## src/rtl/scr1_tapc_dr_scan_if.sv

```systemverilog
// TAP-side bundle for the DR scan stage: TAP state/instruction/strobe in, TDO and update-side registers out.
interface scr1_tapc_dr_scan_if #(
  parameter int DAP_CMD_WIDTH = 36
);
  logic                     tck_stb_i;
  logic [3:0]               tap_state_i;
  logic [3:0]               tap_instr_i;
  logic                     tdi_i;
  logic                     tdo_o;
  logic                     tdo_en_o;
  logic [DAP_CMD_WIDTH-1:0] dap_cmd_rdata_i;
  logic [DAP_CMD_WIDTH-1:0] dap_cmd_wdata_o;
  logic                     dap_cmd_upd_o;
  logic                     sys_ctrl_o;
  logic                     mtap_switch_o;

  modport master (
    output tck_stb_i, tap_state_i, tap_instr_i, tdi_i, dap_cmd_rdata_i,
    input  tdo_o, tdo_en_o, dap_cmd_wdata_o, dap_cmd_upd_o, sys_ctrl_o, mtap_switch_o
  );

  modport slave (
    input  tck_stb_i, tap_state_i, tap_instr_i, tdi_i, dap_cmd_rdata_i,
    output tdo_o, tdo_en_o, dap_cmd_wdata_o, dap_cmd_upd_o, sys_ctrl_o, mtap_switch_o
  );
endinterface

```

## src/rtl/scr1_tapc_dr_scan.sv

```systemverilog
// TAP data-register capture/shift/update in the clk domain, one action per TCK-rise strobe.
// Optional BLD_ID register enabled by `SCR1_TAPC_BLD_ID_EN (otherwise 4'h4 behaves as BYPASS).
`ifndef SCR1_MIMPID
`define SCR1_MIMPID 32'h22011200
`endif

module scr1_tapc_dr_scan #(
  parameter int          DAP_CMD_WIDTH = 36,
  parameter logic [31:0] IDCODE_VALUE  = 32'hDEB01001,
  parameter logic [31:0] BLD_ID_VALUE  = `SCR1_MIMPID
) (
  input logic                clk,
  input logic                rst,
  scr1_tapc_dr_scan_if.slave bus
);
  localparam int SR_W = (DAP_CMD_WIDTH > 32) ? DAP_CMD_WIDTH : 32;

  localparam logic [3:0] TAP_RESET      = 4'd0;
  localparam logic [3:0] TAP_DR_CAPTURE = 4'd3;
  localparam logic [3:0] TAP_DR_SHIFT   = 4'd4;
  localparam logic [3:0] TAP_DR_UPDATE  = 4'd8;
  localparam logic [3:0] TAP_IR_SEL     = 4'd9;

  localparam logic [3:0] INSTR_BLD_ID   = 4'h4;
  localparam logic [3:0] INSTR_DAP_CMD  = 4'h8;
  localparam logic [3:0] INSTR_SYS_CTRL = 4'h9;
  localparam logic [3:0] INSTR_MTAP_SW  = 4'hD;
  localparam logic [3:0] INSTR_IDCODE   = 4'hE;
  localparam logic [3:0] INSTR_BYPASS   = 4'hF;

  localparam logic [0:0] SCAN_IDLE   = 1'b0;
  localparam logic [0:0] SCAN_ACTIVE = 1'b1;

  logic [0:0]               scan_state;
  logic [3:0]               instr_q;
  logic [SR_W-1:0]          sr;
  logic [SR_W-1:0]          sr_cap;
  logic [SR_W-1:0]          sr_shift;
  logic                     tdo_q;
  logic                     tdo_en_q;
  logic [DAP_CMD_WIDTH-1:0] wdata_q;
  logic                     upd_q;
  logic                     sys_ctrl_q;
  logic                     mtap_q;

`ifndef SCR1_TAPC_BLD_ID_EN
  logic unused_bld_id;
  assign unused_bld_id = ^BLD_ID_VALUE;
`endif

  // Capture decodes the incoming instruction; it is latched at the same edge.
  always_comb begin
    sr_cap = '0;
    case (bus.tap_instr_i)
      INSTR_IDCODE:   sr_cap[31:0] = IDCODE_VALUE;
`ifdef SCR1_TAPC_BLD_ID_EN
      INSTR_BLD_ID:   sr_cap[31:0] = BLD_ID_VALUE;
`endif
      INSTR_DAP_CMD:  sr_cap[DAP_CMD_WIDTH-1:0] = bus.dap_cmd_rdata_i;
      INSTR_SYS_CTRL: sr_cap[0] = sys_ctrl_q;
      INSTR_MTAP_SW:  sr_cap[0] = mtap_q;
      default:        sr_cap = '0;
    endcase
  end

  // TDI enters at the top of the active length so bits above it stay zero.
  always_comb begin
    sr_shift = sr >> 1;
    case (instr_q)
      INSTR_IDCODE:  sr_shift[31] = bus.tdi_i;
`ifdef SCR1_TAPC_BLD_ID_EN
      INSTR_BLD_ID:  sr_shift[31] = bus.tdi_i;
`endif
      INSTR_DAP_CMD: sr_shift[DAP_CMD_WIDTH-1] = bus.tdi_i;
      default:       sr_shift[0] = bus.tdi_i;
    endcase
  end

  always_ff @(posedge clk) begin
    if (rst) begin
      scan_state <= SCAN_IDLE;
      instr_q    <= INSTR_BYPASS;
      sr         <= '0;
      tdo_q      <= 1'b0;
      tdo_en_q   <= 1'b0;
      wdata_q    <= '0;
      upd_q      <= 1'b0;
      sys_ctrl_q <= 1'b0;
      mtap_q     <= 1'b0;
    end else begin
      upd_q    <= 1'b0;
      tdo_q    <= (bus.tap_state_i == TAP_DR_SHIFT) & sr[0];
      tdo_en_q <= (bus.tap_state_i == TAP_DR_SHIFT);
      if (bus.tap_state_i == TAP_RESET) begin
        sys_ctrl_q <= 1'b0;
        mtap_q     <= 1'b0;
        scan_state <= SCAN_IDLE;
      end else if (bus.tck_stb_i) begin
        if (bus.tap_state_i == TAP_DR_CAPTURE) begin
          instr_q    <= bus.tap_instr_i;
          sr         <= sr_cap;
          scan_state <= SCAN_ACTIVE;
        end else if (bus.tap_state_i == TAP_DR_SHIFT && scan_state == SCAN_ACTIVE) begin
          sr <= sr_shift;
        end else if (bus.tap_state_i == TAP_DR_UPDATE && scan_state == SCAN_ACTIVE) begin
          case (instr_q)
            INSTR_DAP_CMD: begin
              wdata_q <= sr[DAP_CMD_WIDTH-1:0];
              upd_q   <= 1'b1;
            end
            INSTR_SYS_CTRL: sys_ctrl_q <= sr[0];
            INSTR_MTAP_SW:  mtap_q     <= sr[0];
            default: ;
          endcase
          scan_state <= SCAN_IDLE;
        end else if (bus.tap_state_i >= TAP_IR_SEL) begin
          scan_state <= SCAN_IDLE;
        end
      end
    end
  end

  assign bus.tdo_o           = tdo_q;
  assign bus.tdo_en_o        = tdo_en_q;
  assign bus.dap_cmd_wdata_o = wdata_q;
  assign bus.dap_cmd_upd_o   = upd_q;
  assign bus.sys_ctrl_o      = sys_ctrl_q;
  assign bus.mtap_switch_o   = mtap_q;
endmodule

```

## src/flat_wrapper.sv

```systemverilog
// flat-port wrapper written by rule: the top's interface ports become plain ports
module scr1_tapc_dr_scan_flat 
#(
  parameter int          DAP_CMD_WIDTH = 36,
  parameter logic [31:0] IDCODE_VALUE  = 32'hDEB01001,
  parameter logic [31:0] BLD_ID_VALUE  = `SCR1_MIMPID
)
  (clk, rst, bus_tck_stb_i, bus_tap_state_i, bus_tap_instr_i, bus_tdi_i, bus_dap_cmd_rdata_i, bus_tdo_o, bus_tdo_en_o, bus_dap_cmd_wdata_o, bus_dap_cmd_upd_o, bus_sys_ctrl_o, bus_mtap_switch_o);
  scr1_tapc_dr_scan_if #(.DAP_CMD_WIDTH(DAP_CMD_WIDTH)) bus_i ();
  input logic clk;
  input logic rst;
  input wire logic [$bits(bus_i.tck_stb_i)-1:0] bus_tck_stb_i;
  input wire logic [$bits(bus_i.tap_state_i)-1:0] bus_tap_state_i;
  input wire logic [$bits(bus_i.tap_instr_i)-1:0] bus_tap_instr_i;
  input wire logic [$bits(bus_i.tdi_i)-1:0] bus_tdi_i;
  input wire logic [$bits(bus_i.dap_cmd_rdata_i)-1:0] bus_dap_cmd_rdata_i;
  output wire logic [$bits(bus_i.tdo_o)-1:0] bus_tdo_o;
  output wire logic [$bits(bus_i.tdo_en_o)-1:0] bus_tdo_en_o;
  output wire logic [$bits(bus_i.dap_cmd_wdata_o)-1:0] bus_dap_cmd_wdata_o;
  output wire logic [$bits(bus_i.dap_cmd_upd_o)-1:0] bus_dap_cmd_upd_o;
  output wire logic [$bits(bus_i.sys_ctrl_o)-1:0] bus_sys_ctrl_o;
  output wire logic [$bits(bus_i.mtap_switch_o)-1:0] bus_mtap_switch_o;
  assign bus_i.tck_stb_i = bus_tck_stb_i;
  assign bus_i.tap_state_i = bus_tap_state_i;
  assign bus_i.tap_instr_i = bus_tap_instr_i;
  assign bus_i.tdi_i = bus_tdi_i;
  assign bus_i.dap_cmd_rdata_i = bus_dap_cmd_rdata_i;
  assign bus_tdo_o = bus_i.tdo_o;
  assign bus_tdo_en_o = bus_i.tdo_en_o;
  assign bus_dap_cmd_wdata_o = bus_i.dap_cmd_wdata_o;
  assign bus_dap_cmd_upd_o = bus_i.dap_cmd_upd_o;
  assign bus_sys_ctrl_o = bus_i.sys_ctrl_o;
  assign bus_mtap_switch_o = bus_i.mtap_switch_o;
  scr1_tapc_dr_scan #(.DAP_CMD_WIDTH(DAP_CMD_WIDTH), .IDCODE_VALUE(IDCODE_VALUE), .BLD_ID_VALUE(BLD_ID_VALUE)) u_core (.clk(clk), .rst(rst), .bus(bus_i));
endmodule
```

## config.mk

```make
export PLATFORM = sky130hd
export DESIGN_NAME = scr1_tapc_dr_scan_flat
export DESIGN_NICKNAME = d
export VERILOG_FILES = /design/src/rtl/scr1_tapc_dr_scan_if.sv /design/src/rtl/scr1_tapc_dr_scan.sv /design/src/flat_wrapper.sv
export SDC_FILE = /design/constraint.sdc
export NUM_CORES = 1
export LEC_CHECK = 0
export BUFFER_PORTS_ARGS = -buffer_cell sky130_fd_sc_hd__buf_2
export CORE_UTILIZATION = 35
export CTS_CLUSTER_DIAMETER = 120
export DETAILED_ROUTE_END_ITERATION = 6
export PLACE_DENSITY = 0.58
export SYNTH_ARGS = -nofsm -noshare
export SYNTH_HDL_FRONTEND = slang
export SYNTH_SLANG_ARGS = --single-unit
```

## constraint.sdc

```tcl
create_clock -name clk -period 2.2 [get_ports clk]
set_input_delay 0.11 -clock clk [delete_from_list [all_inputs] [get_ports clk]]
set_output_delay 0.11 -clock clk [all_outputs]
set_load 0.005 [all_outputs]
```

# After elaboration in Yosys (flattened, before gate mapping)

Cells that the tools add are included.
W data, S select, Z words.

Bits in registers: 82
Bits of input ports: 48
Output and inout port bits: 41
Logic and storage cells: 55

Magnitude comparators: 1
Eq/ne operators: 12
Multiplexer cells: 13
Bitwise operators: 6
Reduce and logical (&&, ||, !) cells: 14

Operator list:

| cell                 | count |
|---|---|
| $mux W36             | 2 |
| $pmux W31 S2         | 1 |
| $eq A4 B4 Y1 const B | 9 |
| $reduce_and A5 Y1    | 2 |
| $reduce_and A3 Y1    | 3 |
| $mux W1              | 8 |
| $reduce_and A6 Y1    | 1 |
| $reduce_or A6 Y1     | 1 |
| $not A1 Y1           | 5 |
| $eq A4 B2 Y1 const B | 1 |
| $eq A4 B3 Y1 const B | 1 |
| $ge A4 B4 Y1 const B | 1 |
| $logic_not A4 Y1     | 1 |
| $mux W4              | 1 |
| $pmux W1 S4          | 1 |
| $reduce_or A2 Y1     | 2 |
| $reduce_bool A3 Y1   | 1 |
| $logic_and A1 B1 Y1  | 2 |
| $ne A2 B1 Y1 const B | 1 |
| $reduce_bool A2 Y1   | 1 |
| $and A1 B1 Y1        | 1 |

# Depth between registers and ports, before layout

Gate-level depths: netlist (run 1).

Depth after elaboration: 5
Mapped depth: 7

# Least setup slack after synthesis (run 1)

No wires, ideal clock.

Path type: register to register
Start: reg u_core.instr_q[0]
End: reg u_core.wdata_q[22] (netlist: u_core.bus.dap_cmd_wdata_o[22])
Arrival: 1385 ps
Setup slack: 682 ps
Stages on the path, launching flop included: 6
Path through: dfxtp_1 nor4b_1 nand3_1 clkbuf_1 nand2_1 a21oi_1

Cells in the longest elaborated chain, start to end: 2

Ends and longest elaborated chain:

| element                            | RTL line                 | text |
|---|---|---|
| start, declared                    | scr1_tapc_dr_scan.sv:35  | `logic [3:0] instr_q;` |
| start signal, assigned             | scr1_tapc_dr_scan.sv:100 | `instr_q <= bus.tap_instr_i;` |
| $eq A4 B4 Y1                       | scr1_tapc_dr_scan.sv:106 | `case (instr_q)` |
| $reduce_and A6 Y1 (no source line) | -                        |  |
| end signal, assigned               | scr1_tapc_dr_scan.sv:108 | `wdata_q <= sr[DAP_CMD_WIDTH-1:0];` |
| end, declared                      | scr1_tapc_dr_scan.sv:41  | `logic [DAP_CMD_WIDTH-1:0] wdata_q;` |

Every way passes these cells.
A chain may end at the register's enable or synchronous reset.

# Worst setup path in the final report (run 1)

Start: reg u_core.instr_q[0]
End: reg u_core.wdata_q[21] (netlist: u_core.bus.dap_cmd_wdata_o[21])

Same word-level chain as after synthesis.

==> results of run 1 <==
## stage by stage
stage / std cells / setup slack [ns] / cell area, sq um / util
5_1_grt: 580 / 0.363 / 4040 / 0.454
4_1_cts: 580 / 0.552 / 4040 / 0.454
2_1_floorplan: 389 / 0.682 / 3280 / -
3_5_place_dp: 564 / 0.500 / 3800 / 0.427
3_3_place_gp: 564 / 0.565 / 3800 / 0.427
6_report: 580 / 0.567 / 4040 / 0.454
## registers in the layout (all words and copies together), names as in the netlist
| signal | count |
|---|---|
| u_core.bus.dap_cmd_upd_o | 1 |
| u_core.bus.dap_cmd_wdata_o | 36 |
| u_core.bus.mtap_switch_o | 1 |
| u_core.bus.sys_ctrl_o | 1 |
| u_core.bus.tdo_en_o | 1 |
| u_core.bus.tdo_o | 1 |
| u_core.instr_q | 4 |
| u_core.scan_state | 1 |
| u_core.sr | 36 |
## logic make-up after synthesis
group	count (synthesis)	share of synthesized area
compound gates	128	0.237
xor+xnor	1	0.00267
simple gates	138	0.192
mux	5	0.0160
buf+inv	35	0.0526
flops	82	0.500
## cell type report
type,instances,share of cell area
timing repair buffer,99,0.129
clock buffer,12,0.0359
clock inverter,4,0.0245
inverter,3,0.00279
tap,108,0.0334
multi-input combinational,272,0.368
sequential,82,0.406
## final timing paths
check / slack (ns) / cells after the start / end / from
hold reg to reg: 0.45 / 2 / u_core.bus.dap_cmd_wdata_o[2] / u_core.bus.dap_cmd_wdata_o[2]
hold / removal: 0.03 / 3 / u_core.sr[11] / bus_dap_cmd_rdata_i[11]
setup reg to reg: 0.57 / 5 / u_core.bus.dap_cmd_wdata_o[21] / u_core.instr_q[0]
setup / recovery: 0.57 / 5 / u_core.bus.dap_cmd_wdata_o[21] / u_core.instr_q[0]
## worst register-to-register path: cells and delay by family (launching register included)
| family | cells | cell delay, ns |
|---|---|---|
| compound gates | 1 | 0.15 |
| buf+inv | 1 | 0.28 |
| flops | 1 | 0.35 |
| simple gates | 3 | 0.78 |
## power groups by stage
stage          Clock [uW]  Combinational [uW]  Sequential, uW
3_3_place_gp            0                 146            1550
5_1_grt              1420                 163            1520
3_5_place_dp            0                 147            1550
2_1_floorplan           0                72.3            1540
6_report             1320                 147            1510
4_1_cts              1360                 148            1510
## layer usage
layer	vias to the layer above	track usage	share of wire
li1	1535	-	-
met1	1437	0.226	0.45
met2	118	0.302	0.48
met3	11	0.0532	0.064
met4	2	0.0528	0.0089
met5	-	0	0.0015
## layout by cell type, fill, tap and decap left out, types with 3 or more instances in the layout
| master | n |
|---|---|
| nor2_1 | 30 |
| nand2_1 | 76 |
| mux2i_1 | 3 |
| clkbuf_8 | 10 |
| inv_1 | 3 |
| nor3b_1 | 3 |
| a221oi_1 | 24 |
| bufinv_16 | 3 |
| nand3_1 | 9 |
| nand3b_1 | 3 |
| buf_2 | 88 |
| buf_4 | 11 |
| a21oi_1 | 47 |
| o21ai_0 | 40 |
| a22oi_1 | 11 |
| dfxtp_1 | 82 |
==> impl_results.rst, run 1 <==
.. list-table::
   :header-rows: 1

   * - Metric
     - Value
   * - Multi-input combinational cell area
     - between 1000 and 1500 sq um
   * - Initial standard-cell utilization of the core
     - 0.369
   * - Distinct cells, synth
     - 36
   * - PostCTS Resize Cnt
     - 0
   * - Max-cap viol count
     - 0
   * - Routability Congestion
     - 0.886
   * - Post-detailed-route DRC marker count
     - 0
   * - CP Buf/Inv Count
     - 1
   * - Path category of the worst min-delay check
     - primary input to flop
   * - Layout fillers
     - slightly above 900
   * - Worst-case hold slack
     - ~0.033 ns
   * - Maximum ir drop on the vdd rail
     - 0.299 mV
   * - # hold bufs at CTS
     - 0
   * - Yosys top cell by area
     - dfxtp_1
   * - Slew of the pin with the lowest slew margin
     - approximately 0.73 ns
   * - Maximum operating frequency
     - 612 MHz
   * - Critical Path Fanout Max
     - 27
   * - Die Y-Extent
     - slightly below 100 um
   * - Pwr per Cell Area
     - around 740 nW/um^2
   * - Leading post-synthesis cells by cell area
     - dfxtp_1, nand2_1, a21oi_1, a221oi_1, o21ai_0
   * - Input/output buffers
     - 88
   * - Cells traversed along the worst timing path
     - nor4b_1 > and3_1 > buf_4 > nand2_1 > a21oi_1
   * - CTS buffer count
     - 9
   * - Cell at the root of the clock tree
     - clkbuf_8
   * - Max incr delay on CP
     - 0.45 ns
   * - Number of enable-type register cells in the synthesized netlist
     - 0
   * - Switch Pwr
     - ~640 uW
   * - Internal cell power
     - roughly 2300 uW
   * - Top_reg_cell synth
     - dfxtp_1
   * - Unrepaired setup endpoints after global routing
     - false
   * - Critical path's slowest cell
     - nor4b_1
   * - Overall fraction of global-route tracks in use
     - 0.181
   * - Kind of start point of the critical path
     - flop
   * - TritonCTS clock tree
     - done
   * - Clock skew
     - around 0.0045 ns
   * - Clock-pin slew on the worst setup and hold paths
     - ~0.080 ns
   * - Required time at the endpoint of the critical path
     - 2.47 ns
   * - Number of antenna violations at the first check in global routing
     - 1
   * - Initial detailed-routing violation count
     - about 180
   * - Wire length per cell
     - ~15 um
   * - Via count of the first global-routing pass
     - between 2k and 3k
   * - Total power of the final layout
     - roughly 3000 uW
   * - Number of nets at the end of the flow
     - 515
   * - Global-route wire length before repair
     - between 10000 and 15000 um
   * - Most used standard cells in the synthesized netlist
     - dfxtp_1, nand2_1, a21oi_1
   * - Sort of element at the end of the critical path
     - flop
   * - Detailed-router iteration count before antenna repair
     - 5
   * - Antenna diode instance count
     - 0
   * - Layout Area Growth over Synthesis
     - 23.1%
   * - Overflow after GRT
     - 0
   * - Cell row count
     - 34
   * - Pin count of the biggest net entering global routing
     - 43
   * - Hold Vio Cnt, Final
     - 0
   * - Most repeated cell in the gate-level netlist after synthesis
     - dfxtp_1
   * - Die area
     - about 9800 sq um
   * - Flops & latches, synth
     - 82
   * - Proportion of layout cells with a drive suffix above 1
     - 0.254
   * - Finish-stage setup viols
     - 0
   * - Max-slew violation count
     - 0
   * - Share of async-settable or async-resettable flops after synthesis
     - 0
   * - Startpoint-to-endpoint class of the critical path
     - flop to flop
   * - Routed via count divided by cell count
     - 5.35
   * - Core area
     - between 8000 and 9000 sq um
   * - Arrival time worst endpoint
     - around 1.9 ns
   * - Proportion of total power due to net switching
     - 0.213
   * - Horizontal die dimension
     - roughly 99 um
   * - Antenna viol nets, final
     - 0
   * - Final period demand of the worst path
     - 1.63 ns
   * - Setup fix buffers added after clock tree synthesis
     - 0
   * - Drt total wl
     - about 8500 um
   * - Vias after detailed routing
     - 3103
   * - CP delay by family, top
     - simple AND/OR/NAND/NOR gates
   * - Total number of clock tree sinks
     - just over 80
   * - Static power due to leakage
     - between 0.0015 and 0.002 uW
   * - Number of warnings printed during yosys synthesis
     - 0
   * - Maximum number of buffers from clock root to sink
     - 2
   * - Portion of the clock cycle consumed by the worst path in the final layout
     - 0.742
   * - Status
     - finished, final reports clean
   * - Register area
     - 1640 sq um
   * - Mapped Cells
     - about 400
   * - Max_slew headroom
     - 0.509
   * - Clock Power Share
     - 0.444
   * - Mapped cell area
     - approximately 3300 sq um
   * - Clock network latency to the later pin of the worst-skew pair
     - around 0.34 ns
   * - Ports
     - 89
   * - Combinational Power Share
     - 0.049
   * - Share of power burned in registers
     - 0.507
   * - Synthesized net count
     - 437
   * - Post-Route Setup TNS
     - 0 ns
   * - Share of Yosys cell area claimed by the top area cell type
     - 0.500
   * - Average footprint of a synthesized cell
     - approximately 8.4 sq um
   * - H-tree levels
     - 3
   * - Sequential share of the synthesized area
     - 0.500
   * - Half-perimeter wire length after detailed placement
     - 5850 um
Power figures use the tool's default switching activity.
==> run 2, diff against run 1 <==
- ABC_AREA: default -> 1
- PLACE_DENSITY: 0.58 -> 0.6
- clock period: 2.2 -> 1.4 ns (I/O delays scaled with it)
==> run 2 against run 1 <==
Power is 55% higher. Clock power up 52%. Synthesized cell count is 13% higher. Via count up 7.7%. The flow now finishes with violations (setup timing). Critical path type is now primary input to flop.
==> impl_results.rst, run 2 <==
.. list-table::
   :header-rows: 1

   * - Metric
     - Value
   * - Status
     - finished, violations left
   * - Failing checks
     - setup timing
   * - Global-route wire length before repair
     - 14400 um (+1.9%)
   * - Maximum operating frequency
     - a little over 700 MHz
   * - Pin count of the biggest net entering global routing
     - 45 (+4.7%)
   * - Core area
     - 9280 sq um (+4.4%)
   * - Horizontal die dimension
     - 100 um (+1.3%)
   * - Die area
     - 10000 sq um (+2.7%)
   * - Most repeated cell in the gate-level netlist after synthesis
     - nor2_1
   * - Worst R2R Path Depth
     - 9 (+4)
   * - Clock network latency to the later pin of the worst-skew pair
     - 0.35 ns (about the same)
   * - Via count of the first global-routing pass
     - 2994 (+1.4%)
   * - Critical Path Fanout Max
     - 10 (-63%)
   * - Mapped cell area
     - 3370 sq um (+2.7%)
   * - Max-slew violation count
     - 0 (unchanged)
   * - Overall fraction of global-route tracks in use
     - 0.184 (+0.00349)
   * - Crit path setup slack, layout
     - -0.00162 ns (-0.569 ns)
   * - H-tree levels
     - 3 (unchanged)
   * - Total power of the final layout
     - 4640 uW (+55%)
   * - Input/output buffers
     - 88 (unchanged)
   * - Path category of the worst min-delay check
     - primary input to flop
   * - Max-cap viol count
     - 0 (unchanged)
   * - Routability Congestion
     - 0.905 (+2.1%)
   * - Overflow after GRT
     - 0 (unchanged)
   * - Post-layout util
     - 0.487 (+0.0331)
   * - Proportion of layout cells with a drive suffix above 1
     - 0.299 (+0.0443)
   * - Wire length per cell
     - 14.0 um (-5.1%)
   * - Number of nets at the end of the flow
     - 590 (+15%)
   * - Pwr per Cell Area
     - 1030 nW/um^2 (+39%)
   * - Cell row count
     - 35 (+2.9%)
   * - Hold Vio Cnt, Final
     - 0 (unchanged)
   * - Drt total wl
     - 9430 um (+10%)
   * - Average footprint of a synthesized cell
     - 7.65 sq um (-9.4%)
   * - Cell at the root of the clock tree
     - clkbuf_8
   * - Slew of the pin with the lowest slew margin
     - 0.419 ns (-0.307 ns)
   * - Die Y-Extent
     - 100 um (+1.3%)
   * - Portion of the clock cycle consumed by the worst path in the final layout
     - 1.00
   * - CTS buffer count
     - 9 (unchanged)
   * - Initial standard-cell utilization of the core
     - 0.363 (-0.00592)
   * - Highest-count cells in the layout ignoring fill and taps
     - buf_2, nor2_1, dfxtp_1
   * - Most common cell after layout, fill and taps aside
     - buf_2
   * - Maximum ir drop on the vdd rail
     - 0.537 mV (+79%)
   * - Arrival time worst endpoint
     - 1.69 ns (-0.21 ns)
   * - Share of the synthesized area in compound gates (AO/OA/AOI/OAI)
     - 0.225 (-0.0115)
   * - Hold path cells
     - 3 (unchanged)
   * - Ports
     - 89 (unchanged)
   * - Max_slew headroom
     - 0.718 (+0.209)
   * - Adder and majority cell fraction of the synthesized area
     - 0 (unchanged)
   * - Required time at the endpoint of the critical path
     - 1.69 ns (-0.78 ns)
   * - Share of Yosys cell area claimed by the top area cell type
     - 0.487 (-0.0134)
   * - Post-synthesis simple-gate area fraction
     - 0.221 (+0.0294)
   * - Unrepaired setup endpoints after global routing
     - true
   * - Top_reg_cell synth
     - dfxtp_1
   * - Distinct cells, synth
     - 24 (-33%)
   * - Synthesized net count
     - 489 (+12%)
   * - Half-perimeter wire length after detailed placement
     - 5980 um (+2.4%)
   * - Max incr delay on CP
     - 0.55 ns (+0.10 ns)
   * - Fraction of synthesized area in multiplexers
     - 0 (-0.0160)
   * - Number of antenna violations at the first check in global routing
     - 0 (-1)
   * - Largest family of logic cells by synthesized area
     - compound AO/OA/AOI/OAI gates
   * - Initial detailed-routing violation count
     - 193 (+7.8%)
   * - Maximum number of buffers from clock root to sink
     - 2 (unchanged)
   * - Sequential share of the synthesized area
     - 0.487 (-0.0134)
   * - Antenna viol nets, final
     - 0 (unchanged)
   * - Finish-stage setup viols
     - 1 (+1)
   * - Share of async-settable or async-resettable flops after synthesis
     - 0 (unchanged)
   * - Yosys top cell by area
     - dfxtp_1
   * - Vias after detailed routing
     - 3342 (+7.7%)
   * - Total number of clock tree sinks
     - 82 (unchanged)
   * - Static power due to leakage
     - 0.00217 uW (+31%)
   * - TritonCTS clock tree
     - done
   * - Detailed-router iteration count before antenna repair
     - 4 (-1)
   * - Antenna diode instance count
     - 0 (unchanged)
   * - Mapped Cells
     - 441 (+13%)
   * - Critical path's slowest cell
     - dlygate4sd3_1
   * - Synthesized-area fraction occupied by xor and xnor cells
     - 0 (-0.00267)
   * - Flops & latches, synth
     - 82 (unchanged)
   * - Routed via count divided by cell count
     - 4.95 (-7.5%)
   * - Startpoint-to-endpoint class of the critical path
     - primary input to flop
   * - Number of warnings printed during yosys synthesis
     - 0 (unchanged)
   * - Sort of element at the end of the critical path
     - flop
   * - Clock skew
     - 0.00991 ns (+0.00538 ns)
   * - Kind of start point of the critical path
     - primary input
   * - Clock-pin slew on the worst setup and hold paths
     - 0.08 ns (about the same)
   * - Final period demand of the worst path
     - about 1.4 ns
   * - Layout Area Growth over Synthesis
     - 34.2%
   * - Cells traversed along the worst timing path
     - dlygate4sd3_1 > buf_6 > nor2_4 > nand2_2 > nor2_4 > buf_6 > buf_12 > nand2_1 > nand3_1 > nor2_1 > nor2_1
   * - Number of enable-type register cells in the synthesized netlist
     - 0 (unchanged)
   * - Most used standard cells in the synthesized netlist
     - nor2_1, dfxtp_1, o21ai_0
   * - Leading post-synthesis cells by cell area
     - dfxtp_1, nor2_1, o21ai_0, a21oi_1, a22oi_1
   * - Post-detailed-route DRC marker count
     - 0 (unchanged)
[run 2: timing repair]
action | CTS | global route
hold buffers | 4 | 1
hold endpoints to repair | 4 | 1
resized for setup | 0 | 33
setup endpoints to repair | 0 | 57
buffers inserted | 0 | 7
[run 2: final cells by class]
type / instances / area [sq um]
clock inverter: 5 / 104
timing repair buffer: 119 / 848
sequential: 82 / 1650
inverter: 18 / 70.1
clock buffer: 10 / 128
fill: 957 / 4760
tap: 129 / 161
multi-input combinational: 312 / 1570
[run 2: critical path, delay by kind of cell]
kind                   cells  cell delay (ns)
buffers and inverters      4             0.94
and+or+nand+nor            7             0.67
[run 2: cell families (layout without fill, tap and decap cells)]
family,count (synthesis),in the layout
flops,82,82
compound gates,139,139
buf+inv,47,152
simple gates,173,173
[run 2: metal layers]
layer / wire [um] / global-route usage
met1: 4430 / 0.237
met2: 4290 / 0.297
met3: 477 / 0.0376
met4: 226 / 0.0836
met5: 0 / 0
[run 2: path summary, 6_finish.rpt]
path / from / to / slack (ns)
setup / recovery: bus_tap_instr_i[0] / u_core.sr[12] / -0.002
setup reg to reg: u_core.instr_q[3] / u_core.bus.dap_cmd_wdata_o[33] / 0.03
hold reg to reg: u_core.sr[32] / u_core.bus.dap_cmd_wdata_o[32] / 0.48
hold / removal: bus_dap_cmd_rdata_i[32] / u_core.sr[32] / 0.02
[run 2: metrics by stage]
| step | area [sq um] | std cells | hold slack (ns) | TNS, ns | setup slack, ns |
|---|---|---|---|---|---|
| 5_1_grt | 4530 | 675 | 0.0138 | -1.27 | -0.0515 |
| 2_1_floorplan | 3370 | 441 | 0.196 | 0 | 0.164 |
| 3_3_place_gp | 3990 | 645 | 0.346 | 0 | 0.0853 |
| 4_1_cts | 4270 | 664 | 0.0000805 | 0 | 0.0169 |
| 3_5_place_dp | 3990 | 645 | 0.334 | 0 | 0.0631 |
| 6_report | 4530 | 675 | 0.0180 | -0.00162 | -0.00162 |
[run 2: power by group]
group	internal [uW]	switching, uW	leakage [uW]	total (uW)
sequential	2360	21.6	0.000661	2380
clock	1180	821	0.000116	2000
combinational	119	147	0.00139	265
